**src/rtl/input_port_if.sv**
```systemverilog
// Purpose: link-side and allocator-side signals of one router input port.
// Latency: none (wiring only).
// Backpressure: credit return upstream; grant from the allocator pops the head flit.
interface input_port_if;
  logic [15:0] data_i;
  logic        valid_i;
  logic        inc_credit_o;
  logic [15:0] data_o;
  logic        req_o;
  logic [4:0]  req_port_o;
  logic        grant_i;
  logic        overflow_o;
  logic        proto_err_o;

  // Router side: receives flits and grants, drives credits, head flit and request.
  modport slave (
    input  data_i, valid_i, grant_i,
    output inc_credit_o, data_o, req_o, req_port_o, overflow_o, proto_err_o
  );

  // Environment side: upstream link plus switch allocator.
  modport master (
    output data_i, valid_i, grant_i,
    input  inc_credit_o, data_o, req_o, req_port_o, overflow_o, proto_err_o
  );
endinterface

```
**src/rtl/input_port.sv**
```systemverilog
// Purpose: credit-based flit buffer with XY route decode and per-packet allocator request.
// Latency: flit on data_o one edge after write; request one edge later; credit one edge after pop.
// Backpressure: upstream limited by DEPTH credits; writes while full are dropped and flagged.
module input_port #(
  parameter int         DEPTH = 5,
  parameter logic [3:0] X_ID  = 4'd0,
  parameter logic [3:0] Y_ID  = 4'd0
) (
  input  logic         clk,
  input  logic         rst_n,
  input_port_if.slave  port
);

  localparam int PW = (DEPTH > 1) ? $clog2(DEPTH) : 1;
  localparam int CW = $clog2(DEPTH + 1);

  localparam logic [1:0] T_BODY   = 2'b00;
  localparam logic [1:0] T_HEAD   = 2'b01;
  localparam logic [1:0] T_TAIL   = 2'b10;
  localparam logic [1:0] T_SINGLE = 2'b11;

  typedef enum logic {IDLE, ACTIVE} state_t;

  logic [15:0]   mem [DEPTH];
  logic [PW-1:0] wr_ptr_q;
  logic [PW-1:0] rd_ptr_q;
  logic [CW-1:0] count_q;
  state_t        state_q;
  state_t        state_d;
  logic [4:0]    route_q;
  logic [4:0]    route_d;
  logic          credit_q;
  logic          overflow_q;
  logic          proto_err_q;

  logic          empty;
  logic          full;
  logic [15:0]   head_flit;
  logic [1:0]    head_type;
  logic          req;
  logic          grant_pop;
  logic          discard_pop;
  logic          pop;
  logic          push;
  logic          drop;

  // XY routing: resolve X first, then Y; one-hot N,E,S,W,Local.
  function automatic logic [4:0] xy_route(input logic [7:0] dest);
    logic [3:0] dx;
    logic [3:0] dy;
    dx = dest[7:4];
    dy = dest[3:0];
    if (dx > X_ID)      return 5'b00010;
    else if (dx < X_ID) return 5'b01000;
    else if (dy > Y_ID) return 5'b00001;
    else if (dy < Y_ID) return 5'b00100;
    else                return 5'b10000;
  endfunction

  function automatic logic [PW-1:0] next_ptr(input logic [PW-1:0] p);
    return (p == PW'(DEPTH - 1)) ? '0 : p + 1'b1;
  endfunction

  assign empty     = (count_q == '0);
  assign full      = (count_q == CW'(DEPTH));
  assign head_flit = mem[rd_ptr_q];
  assign head_type = head_flit[15:14];

  // Packet FSM: in IDLE inspect the head flit, in ACTIVE request until the tail leaves.
  always_comb begin
    state_d     = state_q;
    route_d     = route_q;
    req         = 1'b0;
    grant_pop   = 1'b0;
    discard_pop = 1'b0;
    case (state_q)
      IDLE: begin
        if (!empty) begin
          if (head_type == T_HEAD || head_type == T_SINGLE) begin
            route_d = xy_route(head_flit[7:0]);
            state_d = ACTIVE;
          end else begin
            // Body/tail with no open packet: drop it but still return its credit.
            discard_pop = 1'b1;
          end
        end
      end
      ACTIVE: begin
        req = !empty;
        if (port.grant_i && req) begin
          grant_pop = 1'b1;
          if (head_type == T_TAIL || head_type == T_SINGLE) state_d = IDLE;
        end
      end
      default: state_d = IDLE;
    endcase
  end

  assign pop  = grant_pop | discard_pop;
  // A full buffer still accepts a write when the same edge frees a slot.
  assign push = port.valid_i && (!full || pop);
  assign drop = port.valid_i && full && !pop;

  // State, route and sticky error registers.
  always_ff @(posedge clk or negedge rst_n) begin
    if (!rst_n) begin
      state_q     <= IDLE;
      route_q     <= '0;
      credit_q    <= 1'b0;
      overflow_q  <= 1'b0;
      proto_err_q <= 1'b0;
    end else begin
      state_q  <= state_d;
      route_q  <= route_d;
      credit_q <= pop;
      if (drop)        overflow_q  <= 1'b1;
      if (discard_pop) proto_err_q <= 1'b1;
    end
  end

  // Circular-buffer pointers and occupancy.
  always_ff @(posedge clk or negedge rst_n) begin
    if (!rst_n) begin
      wr_ptr_q <= '0;
      rd_ptr_q <= '0;
      count_q  <= '0;
    end else begin
      if (push) wr_ptr_q <= next_ptr(wr_ptr_q);
      if (pop)  rd_ptr_q <= next_ptr(rd_ptr_q);
      case ({push, pop})
        2'b10:   count_q <= count_q + 1'b1;
        2'b01:   count_q <= count_q - 1'b1;
        default: count_q <= count_q;
      endcase
    end
  end

  // Flit storage; contents are don't-care until written, so no reset.
  always_ff @(posedge clk) begin
    if (push) mem[wr_ptr_q] <= port.data_i;
  end

  assign port.data_o       = empty ? 16'h0000 : head_flit;
  assign port.req_o        = req;
  assign port.req_port_o   = route_q;
  assign port.inc_credit_o = credit_q;
  assign port.overflow_o   = overflow_q;
  assign port.proto_err_o  = proto_err_q;

endmodule

```
**src/flat_wrapper.sv**
```systemverilog
// flat-port wrapper written by rule: the top's interface ports become plain ports
module input_port_flat 
#(
  parameter int         DEPTH = 5,
  parameter logic [3:0] X_ID  = 4'd0,
  parameter logic [3:0] Y_ID  = 4'd0
)
  (clk, rst_n, port_data_i, port_valid_i, port_grant_i, port_inc_credit_o, port_data_o, port_req_o, port_req_port_o, port_overflow_o, port_proto_err_o);
  input_port_if port_i ();
  input  logic clk;
  input  logic rst_n;
  input wire logic [$bits(port_i.data_i)-1:0] port_data_i;
  input wire logic [$bits(port_i.valid_i)-1:0] port_valid_i;
  input wire logic [$bits(port_i.grant_i)-1:0] port_grant_i;
  output wire logic [$bits(port_i.inc_credit_o)-1:0] port_inc_credit_o;
  output wire logic [$bits(port_i.data_o)-1:0] port_data_o;
  output wire logic [$bits(port_i.req_o)-1:0] port_req_o;
  output wire logic [$bits(port_i.req_port_o)-1:0] port_req_port_o;
  output wire logic [$bits(port_i.overflow_o)-1:0] port_overflow_o;
  output wire logic [$bits(port_i.proto_err_o)-1:0] port_proto_err_o;
  assign port_i.data_i = port_data_i;
  assign port_i.valid_i = port_valid_i;
  assign port_i.grant_i = port_grant_i;
  assign port_inc_credit_o = port_i.inc_credit_o;
  assign port_data_o = port_i.data_o;
  assign port_req_o = port_i.req_o;
  assign port_req_port_o = port_i.req_port_o;
  assign port_overflow_o = port_i.overflow_o;
  assign port_proto_err_o = port_i.proto_err_o;
  input_port #(.DEPTH(DEPTH), .X_ID(X_ID), .Y_ID(Y_ID)) u_core (.clk(clk), .rst_n(rst_n), .port(port_i));
endmodule
```
**config.mk**
```make
export PLATFORM = sky130hd
export DESIGN_NAME = input_port_flat
export DESIGN_NICKNAME = d
export VERILOG_FILES = /design/src/rtl/input_port_if.sv /design/src/rtl/input_port.sv /design/src/flat_wrapper.sv
export SDC_FILE = /design/constraint.sdc
export NUM_CORES = 1
export LEC_CHECK = 0
export CORE_MARGIN = 3
export CORE_UTILIZATION = 36
export CTS_CLUSTER_DIAMETER = 200
export DETAILED_ROUTE_END_ITERATION = 8
export SLEW_MARGIN = 20
export SYNTH_ARGS = -nofsm -noshare
export SYNTH_HDL_FRONTEND = slang
export SYNTH_SLANG_ARGS = --single-unit
```
**constraint.sdc**
```tcl
create_clock -name clk -period 4.1 [get_ports clk]
set_clock_uncertainty 0.15 [all_clocks]
set_input_delay 0.82 -clock clk [delete_from_list [all_inputs] [get_ports clk]]
set_output_delay 0.82 -clock clk [all_outputs]
set_load 0.05 [all_outputs]
```
==> summary.txt, run 1 <==
Logic synthesis
  – Netlist area before placement: 4081 um2
  – Sequential share of the synthesized area: 0.6867
  – Synth Area per Inst: 15.64 um2
  – Library cells used by synthesis: 49
  – Post-synth top area share: 0.5886
  – EDFF count, synth: 80
  – YS warnings: 0
  – Synth Register Bits: 96
  – Synthesized instance count: 261
  – Synth area leaders: edfxtp_1 (59%), dfrtp_1 (9.8%), mux4_2 (6.1%), nand2_1 (3.0%), mux2i_1 (2.2%)
  – Post-synth top cells: edfxtp_1 (80), nand2_1 (33), a21oi_1 (16), dfrtp_1 (16), mux4_2 (11)
  – Area leader, netlist: edfxtp_1
  – Count leader, synth: edfxtp_1
  – Top_reg_cell synth: edfxtp_1
  – Asr flop ratio synth: 0.1667

Detailed routing
  – Total wire length: 8.187 mm
  – Iteration count of the initial detailed-routing pass: 4
  – DR vias/cell: 5.107
  – Via count of the routed design: 2,334
  – DRC violations left: 0
  – Detailed router's first-iteration violation count: 142
  – ANT nets after route: 0
  – Routed length per placed instance: 17.91 um

Timing
  – Worst-Margin Slew: 785.5 ps
  – Setup-failing EPs final: 0
  – Tcrit/Tclk final: 0.8673
  – RSZ-0062 raised after global routing: no
  – Final min period: 3556 ps
  – Slew Viols, Final: 0
  – Slew HR: 0.4747
  – Fmax: 0.2812 GHz
  – Setup TNS: 0 ps
  – Fin. Hold Viols: 0
  – Hold_ws: 316.7 ps

GRT
  – GRT Overall Usage: 0.1376
  – Largest net degree at the start of global routing: 25
  – Initial antenna violation count: 0
  – Vias in the first global route: 2,466
  – First-pass GRT wire length: 13.34 mm
  – Total gr overflow: 0

Worst setup path
  – Crit-path max FO: 24
  – CP max stage delay: 860 ps
  – Critical path class: reg -> out
  – Worst path top cell family by delay: buffers and inverters
  – Critical Path RT: 3130 ps
  – Critical path data arrival time: 2590 ps
  – CP Capture Type: output port
  – CP Cell Sequence: buf_4 > mux4_2 > nand2_1 > a21oi_1 > clkdlybuf4s50_1
  – Worst setup SP type: flip-flop
  – Slowest-stage cell, CP: clkdlybuf4s50_1
  – Buf/Inv on CP: 2

Placement
  – Gp weighted congestion: 0.7344
  – Dpl cell area: 4713 um2
  – DP HPWL: 5.161 mm
  – Placed Cells: 441
  – I/O Buffers: 42

Pwr
  – Power per cell area: 840.5 nW/um2
  – Pleak: 1.752 nW
  – Worst VDD drop: 0.0005647 V

Layout
  – Fill cells: 997
  – Area delta synth->final: 22.87%
  – Final Non-Filler Cells: 457
  – Post-route cell area: 5015 um2
  – NumNets Final: 337
  – Fraction of layout cells with a size suffix above 1: 0.1924
  – Area of the multi-input gates: 1199 um2
  – Ant diodes: 0
  – Reg area: 2803 um2

Run status
  – Status: completed

Die
  – Die height: 112.5 um
  – Die area: 12,650 um2
  – Chip Width: 112.5 um
  – Initial core utilization: 0.3732
  – FP Rows: 38
  – Core Area: 10,940 um2
  – I/O pins: 45

Clocking
  – Root buffer cell: clkbuf_16
  – Num CTS Buffers: 9
  – Post-CTS Setup Inserts: 0
  – Clock Pin Slew Worst Setup and Hold Paths: 70 ps
  – Worst-Skew Late Latency: 340 ps
  – H-tree depth: 3
  – Sink Count: 96
  – CTS tree: done
  – CTS max path bufs: 2
  – Cts hold-fix bufs: 0
  – Post-cts gate resize count: 0

Run
  – Max-Cap Viols: 0

Worst hold path
  – Hold Crit Class: reg -> reg
[layout make-up]
type	instances	share of cell area
multi-input cells	143	0.2390
well taps	140	0.03493
clock inverters	7	0.01522
repair buffers	53	0.1003
clock buffers	9	0.04491
inverters	9	0.006737
flip-flops and latches	96	0.5589
[placed cells by master (no fill, tap or decap), drive strengths merged, types with 4 or more instances in the layout]
cell	instances
a211oi	5
a21oi	16
buf	11
clkbuf	9
clkdlybuf4s50	42
dfrtp	16
edfxtp	80
ha	4
inv	12
mux2	8
mux2i	9
mux4	11
nand2	33
nor2	8
nor2b	5
nor4	4
o21ai	4
o22ai	7
[report_power, final]
group	leakage [nW]	internal (mW)	switching (mW)
sequential	0.915	1.26	0.108
combinational	0.687	0.745	1.26
clock	0.150	0.479	0.365
total	1.75	2.49	1.73
[layer usage]
metal | vias to the layer above | track usage | wire length (um)
li1 | 1100 | - | -
met1 | 1177 | 0.1818 | 3637
met2 | 53 | 0.2245 | 4118
met3 | 4 | 0.04043 | 382
met4 | 0 | 0.03526 | 49
met5 | - | 0 | 0
[registers in the layout, indices dropped and copies added (netlist names)]
signal,flops
u_core.mem,80
u_core.count_q,3
u_core.port.req_port_o,3
u_core.rd_ptr_q,3
u_core.wr_ptr_q,3
u_core.port.inc_credit_o,1
u_core.port.overflow_o,1
u_core.port.proto_err_o,1
u_core.state_q,1
[cell families after synthesis]
kind of cell | Yosys count | share of synthesized area
compound gates | 45 | 0.08308
buf+inv | 23 | 0.02943
xor+xnor | 1 | 0.002146
fa+ha+maj | 5 | 0.01717
mux | 28 | 0.1085
other cells | 1 | 0.0009188
simple gates | 62 | 0.07204
flops | 96 | 0.6867
[worst min-delay path, delay by kind of cell, from the launching register on]
kind | cells | cell delay, ps
compound gates | 1 | 50
buf+inv | 1 | 40
flops | 1 | 340
[per-stage QoR]
| step | util | total power, mW | setup slack (ps) |
|---|---|---|---|
| final | 0.4586 | 4.215 | 544.2 |
| after global routing | 0.4586 | 4.450 | 413.6 |
| after CTS | 0.4586 | 4.265 | 534.1 |
| after detailed placement | 0.4310 | 3.410 | 813.2 |
| after global placement | 0.4310 | 3.388 | 844.4 |
| after floorplan | - | 2.807 | 460.1 |
[worst paths after layout]
check / startpoint / endpoint / slack [ps] / cells past startpoint
setup / recovery: u_core.rd_ptr_q[0]$_DFFE_PN0N_ / port_data_o[2] / 540 / 5
hold / removal: u_core.port.overflow_o$_DFFE_PN0P_ / u_core.port.overflow_o$_DFFE_PN0P_ / 320 / 2
setup reg to reg: u_core.rd_ptr_q[0]$_DFFE_PN0N_ / u_core.count_q[1]$_DFFE_PN0P_ / 1080 / 9
hold reg to reg: u_core.port.overflow_o$_DFFE_PN0P_ / u_core.port.overflow_o$_DFFE_PN0P_ / 320 / 2
max in group asynchronous: rst_n / u_core.rd_ptr_q[1]$_DFFE_PN0N_ / 2520 / 1
min in group asynchronous: rst_n / u_core.port.inc_credit_o$_DFF_PN0_ / 790 / 1
No activity file was read; power rests on OpenSTA's default activity.
==> run 2, diff against run 1 <==
--- a/config.mk
+++ b/config.mk
@@ -5,6 +5,7 @@
 export SDC_FILE = /design/constraint.sdc
 export NUM_CORES = 1
 export LEC_CHECK = 0
+export CORE_ASPECT_RATIO = 1.4
 export CORE_MARGIN = 3
 export CORE_UTILIZATION = 36
 export CTS_CLUSTER_DIAMETER = 200
==> run 2 against run 1 <==
Net effect: first-iteration DRC count down 29%; total power rose by 0.55%; core utilization down 0.14 points; global-route usage increased by 0.32 points; non-clock buffer count is 1 lower; largest cell class unchanged; wire length rose by 1.3%; via count about the same; largest power group unchanged; cell count unchanged; critical path type unchanged; sequential cell count is the same.
==> summary.txt, run 2 (synthesis results as in run 1) <==
Layout
  – Most frequent cells in the layout: edfxtp_1 (80), clkdlybuf4s50_1 (42), nand2_1 (33)
  – Leading cell type in the layout, fill and taps excluded: edfxtp_1
  – Largest register FFs: 80
  – Ant diodes: 0
  – Reg area: 2803 um2
  – Area of the multi-input gates: 1199 um2
  – Fill cells: 986
  – NumNets Final: 336
  – Top reg by flops: u_core.mem
  – Area delta synth->final: 22.99%
  – Fraction of layout cells with a size suffix above 1: 0.1835

Worst hold path
  – Worst hold path stage count: 1
  – WHS Endpoint: u_core.port.proto_err_o$_DFFE_PN0P_
  – Hold Crit Class: reg -> reg
  – Hold Crit Start: u_core.port.proto_err_o$_DFFE_PN0P_

Worst setup path
  – Crit-path max FO: 11
  – R2R Setup Slk: 980 ps
  – Critical path class: reg -> out
  – R2R Path End: u_core.count_q[1]$_DFFE_PN0P_
  – Critical Path RT: 3130 ps
  – Worst setup SP type: flip-flop
  – Critical path data arrival time: 2670 ps
  – Reg-to-Reg Start: u_core.rd_ptr_q[1]$_DFFE_PN0N_
  – CP Capture Type: output port
  – Worst r2r path cells: 8

Detailed routing
  – Total wire length: 8.291 mm
  – ANT nets after route: 0
  – Iteration count of the initial detailed-routing pass: 4
  – Routed length per placed instance: 18.14 um
  – Via count of the routed design: 2,335
  – Detailed router's first-iteration violation count: 101
  – DR vias/cell: 5.109
  – DRC violations left: 0

GRT
  – Largest net degree at the start of global routing: 25
  – GRT Overall Usage: 0.1408
  – Vias in the first global route: 2,407
  – First-pass GRT wire length: 13.06 mm
  – Initial antenna violation count: 0
  – Total gr overflow: 0

Timing
  – Final min period: 3636 ps
  – Tcrit/Tclk final: 0.8868
  – Fmax: 0.2750 GHz
  – Final Worst Setup Slack: 463.9 ps
  – RSZ-0062 raised after global routing: no
  – Setup-failing EPs final: 0
  – Slew Viols, Final: 0
  – Setup TNS: 0 ps
  – Worst-Margin Slew: 731.4 ps
  – Fin. Hold Viols: 0
  – Slew HR: 0.5108

Die
  – Chip Width: 95.99 um
  – Initial core utilization: 0.3717
  – FP Rows: 45
  – I/O pins: 45
  – Core Area: 10,980 um2
  – Die height: 132.0 um
  – Die area: 12,670 um2

Clocking
  – H-tree depth: 3
  – Num CTS Buffers: 9
  – CTS tree: done
  – Cts hold-fix bufs: 0
  – Clock Pin Slew Worst Setup and Hold Paths: 60 ps
  – Worst-Skew Late Latency: 340 ps
  – Root buffer cell: clkbuf_16
  – CTS max path bufs: 2
  – Post-CTS Setup Inserts: 0
  – Post-cts gate resize count: 0
  – Sink Count: 96

Pwr
  – Pleak: 1.745 nW
  – Power per cell area: 844.2 nW/um2
  – Pwr Total: 4.238 mW
  – Worst VDD drop: 0.0002980 V

Placement
  – DP HPWL: 5.261 mm
  – I/O Buffers: 42
  – Gp weighted congestion: 0.7883
  – Setup WS pre-CTS: 793.2 ps

Run status
  – Status: completed

Run
  – Max-Cap Viols: 0
-- run 2: cell types whose count changed in the layout (fill, tap and decap cells not counted), sizes merged --
cell,previous run,this run
clkinvlp,0,1
buf,11,10
inv,12,9
clkbuf,9,10
bufinv,1,2
-- run 2: critical path, stage by stage (launching register included) --
cell and delay, ps:
dfrtp_1 610, buf_4 290, inv_1 120, nor2_1 130
a211oi_1 320, clkdlybuf4s50_1 870
-- run 2: routing by layer --
metal | up-vias | global-route usage | part of all wire
li1 | 1087 | - | -
met1 | 1187 | 0.1626 | 0.40
met2 | 49 | 0.2424 | 0.55
met3 | 12 | 0.03655 | 0.037
met4 | 0 | 0.05696 | 0.019
met5 | - | 0 | 0
-- run 2: power by group --
group,leakage [nW],switching [mW],internal [mW]
Combinational,0.682,1.24,0.740
Sequential,0.915,0.128,1.26
Clock,0.148,0.337,0.531
-- run 2: worst max path at each step --
| stage | cells past startpoint | slack, ps | to | startpoint |
|---|---|---|---|---|
| 6_report | 5 | 460 | port_data_o[7] | u_core.rd_ptr_q[1]$_DFFE_PN0N_ |
| 5_1_grt | 5 | 330 | port_data_o[7] | u_core.rd_ptr_q[1]$_DFFE_PN0N_ |
| 4_1_cts | 5 | 420 | port_data_o[7] | u_core.rd_ptr_q[1]$_DFFE_PN0N_ |
| 3_5_place_dp | 8 | 790 | u_core.count_q[1]$_DFFE_PN0P_ | port_grant_i |
| 3_3_place_gp | 8 | 830 | u_core.count_q[1]$_DFFE_PN0P_ | port_grant_i |
| 2_1_floorplan | 7 | 460 | u_core.mem[4][0]$_DFFE_PP_ | u_core.rd_ptr_q[0]$_DFFE_PN0N_ |
-- run 2: per-stage QoR --
stage,std cells,cell area [um2],utilization,hold slack (ps)
final,457,5020,0.4572,311.1
after CTS,457,5020,0.4572,315.4
after detailed placement,441,4707,0.4287,303.3
after global routing,457,5020,0.4572,324.5
after global placement,441,4707,0.4287,294.9
after floorplan,262,4085,-,316.2
-- run 2: area by class of cell --
type,count,area share
Inverter,9,0.006730
Timing Repair Buffer,52,0.09870
Clock inverter,6,0.01670
Clock buffer,10,0.04561
Multi-Input combinational cell,143,0.2388
Sequential cell,96,0.5583
Tap cell,141,0.03514
==> run 3, diff against run 2 <==
==> constraint.sdc (replaced) <==
create_clock -name clk -period 3.31 [get_ports clk]
set_clock_uncertainty 0.15 [all_clocks]
set_input_delay 0.662 -clock clk [delete_from_list [all_inputs] [get_ports clk]]
set_output_delay 0.662 -clock clk [all_outputs]
set_load 0.05 [all_outputs]
==> run 3 against run 2 <==
Net effect: sequential share of layout area fell by 0.22 points; cell area grew 0.40%; via count shrank 0.90%; sequential power grew 22%; global-route usage down 0.38 points; core utilization is 0.18 points higher; wire length is 3.8% lower; critical path type unchanged; register-to-register slack worse by 310 ps.
==> summary.txt, run 3 (synthesis results as in run 1) <==
Placement
  – Dpl cell area: 4773 um2
  – Gp weighted congestion: 0.7251
  – DP HPWL: 5.185 mm
  – I/O Buffers: 42

Clocking
  – Worst-Skew Late Latency: 340 ps
  – CTS max path bufs: 2
  – Post-CTS Setup Inserts: 0
  – CTS tree: done
  – Cts hold-fix bufs: 0
  – Post-cts gate resize count: 0
  – Root buffer cell: clkbuf_16
  – Sink Count: 96
  – H-tree depth: 3
  – Clock Pin Slew Worst Setup and Hold Paths: 60 ps
  – Num CTS Buffers: 9

Layout
  – Most frequent cells in the layout: edfxtp_1 (80), nand2_1 (33), clkdlybuf4s50_1 (26)
  – Ant diodes: 0
  – Final Util: 0.4590
  – Area delta synth->final: 23.48%
  – Fill cells: 969
  – Leading cell type in the layout, fill and taps excluded: edfxtp_1
  – Largest register FFs: 80
  – Top reg by flops: u_core.mem
  – Post-route cell area: 5040 um2
  – Fraction of layout cells with a size suffix above 1: 0.2445
  – NumNets Final: 339

Worst hold path
  – Hold Crit Class: reg -> reg
  – Hold Crit Start: u_core.port.proto_err_o$_DFFE_PN0P_
  – WHS Endpoint: u_core.port.proto_err_o$_DFFE_PN0P_
  – Worst hold path stage count: 1

Timing
  – Setup TNS: 0 ps
  – Slew Viols, Final: 0
  – Fmax: 0.3515 GHz
  – Fin. Hold Viols: 0
  – Hold_ws: 314.8 ps
  – Tcrit/Tclk final: 0.8596
  – Worst-Margin Slew: 761.4 ps
  – Slew HR: 0.4908
  – Final min period: 2845 ps
  – Setup-failing EPs final: 0
  – RSZ-0062 raised after global routing: no

Die
  – FP Rows: 45
  – Core Area: 10,980 um2
  – Initial core utilization: 0.3717
  – I/O pins: 45
  – Die area: 12,670 um2
  – Chip Width: 95.99 um
  – Die height: 132.0 um

GRT
  – First-pass GRT wire length: 12.59 mm
  – Initial antenna violation count: 0
  – Total gr overflow: 0
  – GRT Overall Usage: 0.1370
  – Vias in the first global route: 2,289
  – Largest net degree at the start of global routing: 18

Worst setup path
  – R2R Path End: u_core.count_q[1]$_DFFE_PN0P_
  – CP Capture Type: output port
  – Crit-path max FO: 6
  – R2R Setup Slk: 670 ps
  – Critical Path RT: 2500 ps
  – Worst setup SP type: flip-flop
  – Critical path data arrival time: 2030 ps
  – Worst r2r path cells: 8
  – Reg-to-Reg Start: u_core.rd_ptr_q[1]$_DFFE_PN0N_
  – Critical path class: reg -> out

Detailed routing
  – Iteration count of the initial detailed-routing pass: 5
  – DRC violations left: 0
  – DR vias/cell: 5.030
  – Routed length per placed instance: 17.35 um
  – Detailed router's first-iteration violation count: 104
  – ANT nets after route: 0
  – Total wire length: 7.979 mm
  – Via count of the routed design: 2,314

Pwr
  – Worst VDD drop: 0.0005744 V
  – Power per cell area: 1042 nW/um2
  – Pleak: 1.785 nW

Run
  – Max-Cap Viols: 0

Run status
  – Status: completed
[run 3: cell types whose count changed in the layout (fill, tap and decap cells not counted)]
cell             delta
clkdlybuf4s50_1    -16
nor4b_4             +1
clkinv_1            -2
clkinvlp_4          +1
buf_12              +6
clkinv_2            +2
bufinv_16           -2
clkbuf_1            +1
buf_4              +13
nor4b_2             -1
[run 3: worst max path at each step]
| stage | from | to | slack (ps) | cells past startpoint |
|---|---|---|---|---|
| 2_1_floorplan | u_core.rd_ptr_q[0]$_DFFE_PN0N_ | u_core.mem[2][0]$_DFFE_PP_ | -140 | 7 |
| 3_3_place_gp | port_grant_i | u_core.count_q[1]$_DFFE_PN0P_ | 430 | 7 |
| 3_5_place_dp | port_grant_i | u_core.count_q[1]$_DFFE_PN0P_ | 380 | 7 |
| 4_1_cts | u_core.count_q[2]$_DFFE_PN0P_ | port_req_o | 440 | 3 |
| 5_1_grt | u_core.rd_ptr_q[2]$_DFFE_PN0N_ | port_data_o[5] | 360 | 5 |
| 6_report | u_core.count_q[2]$_DFFE_PN0P_ | port_req_o | 460 | 3 |
[run 3: final cells by class]
class / count / area, um2 / area share
clock buffer: 11 / 232.7 / 0.04618
clock inverter: 5 / 33.78 / 0.006703
inverter: 9 / 33.78 / 0.006703
multi-input combinational: 143 / 1207 / 0.2396
sequential: 96 / 2803 / 0.5561
tap: 141 / 176.4 / 0.03500
timing repair buffer: 55 / 553.0 / 0.1097
[run 3: stage by stage]
step,setup slack (ps),total power [mW],cells
final,464.8,5.251,460
after global routing,362.6,5.553,460
after CTS,438.0,5.328,460
after detailed placement,383.9,4.386,444
after global placement,434.7,4.352,444
after floorplan,-139.7,3.481,262
[run 3: critical path, stage by stage (launching register included)]
cell	delay [ps]
dfrtp_1	410
nor3_2	480
nor2b_1	90
clkdlybuf4s50_1	710
[run 3: power by group]
| part | leakage, nW | internal, mW | switching (mW) |
|---|---|---|---|
| logic | 0.745 | 1.04 | 1.58 |
| registers | 0.915 | 1.56 | 0.137 |
| clock network | 0.126 | 0.508 | 0.423 |
[run 3: layer usage]
layer  up-vias  routed length [um]  GRT usage
met3        16                 373    0.03027
met5         -                   0          0
met4         0                 225    0.06883
met2        58                4134     0.2171
met1      1149                3245     0.1741
li1       1091                   -          -
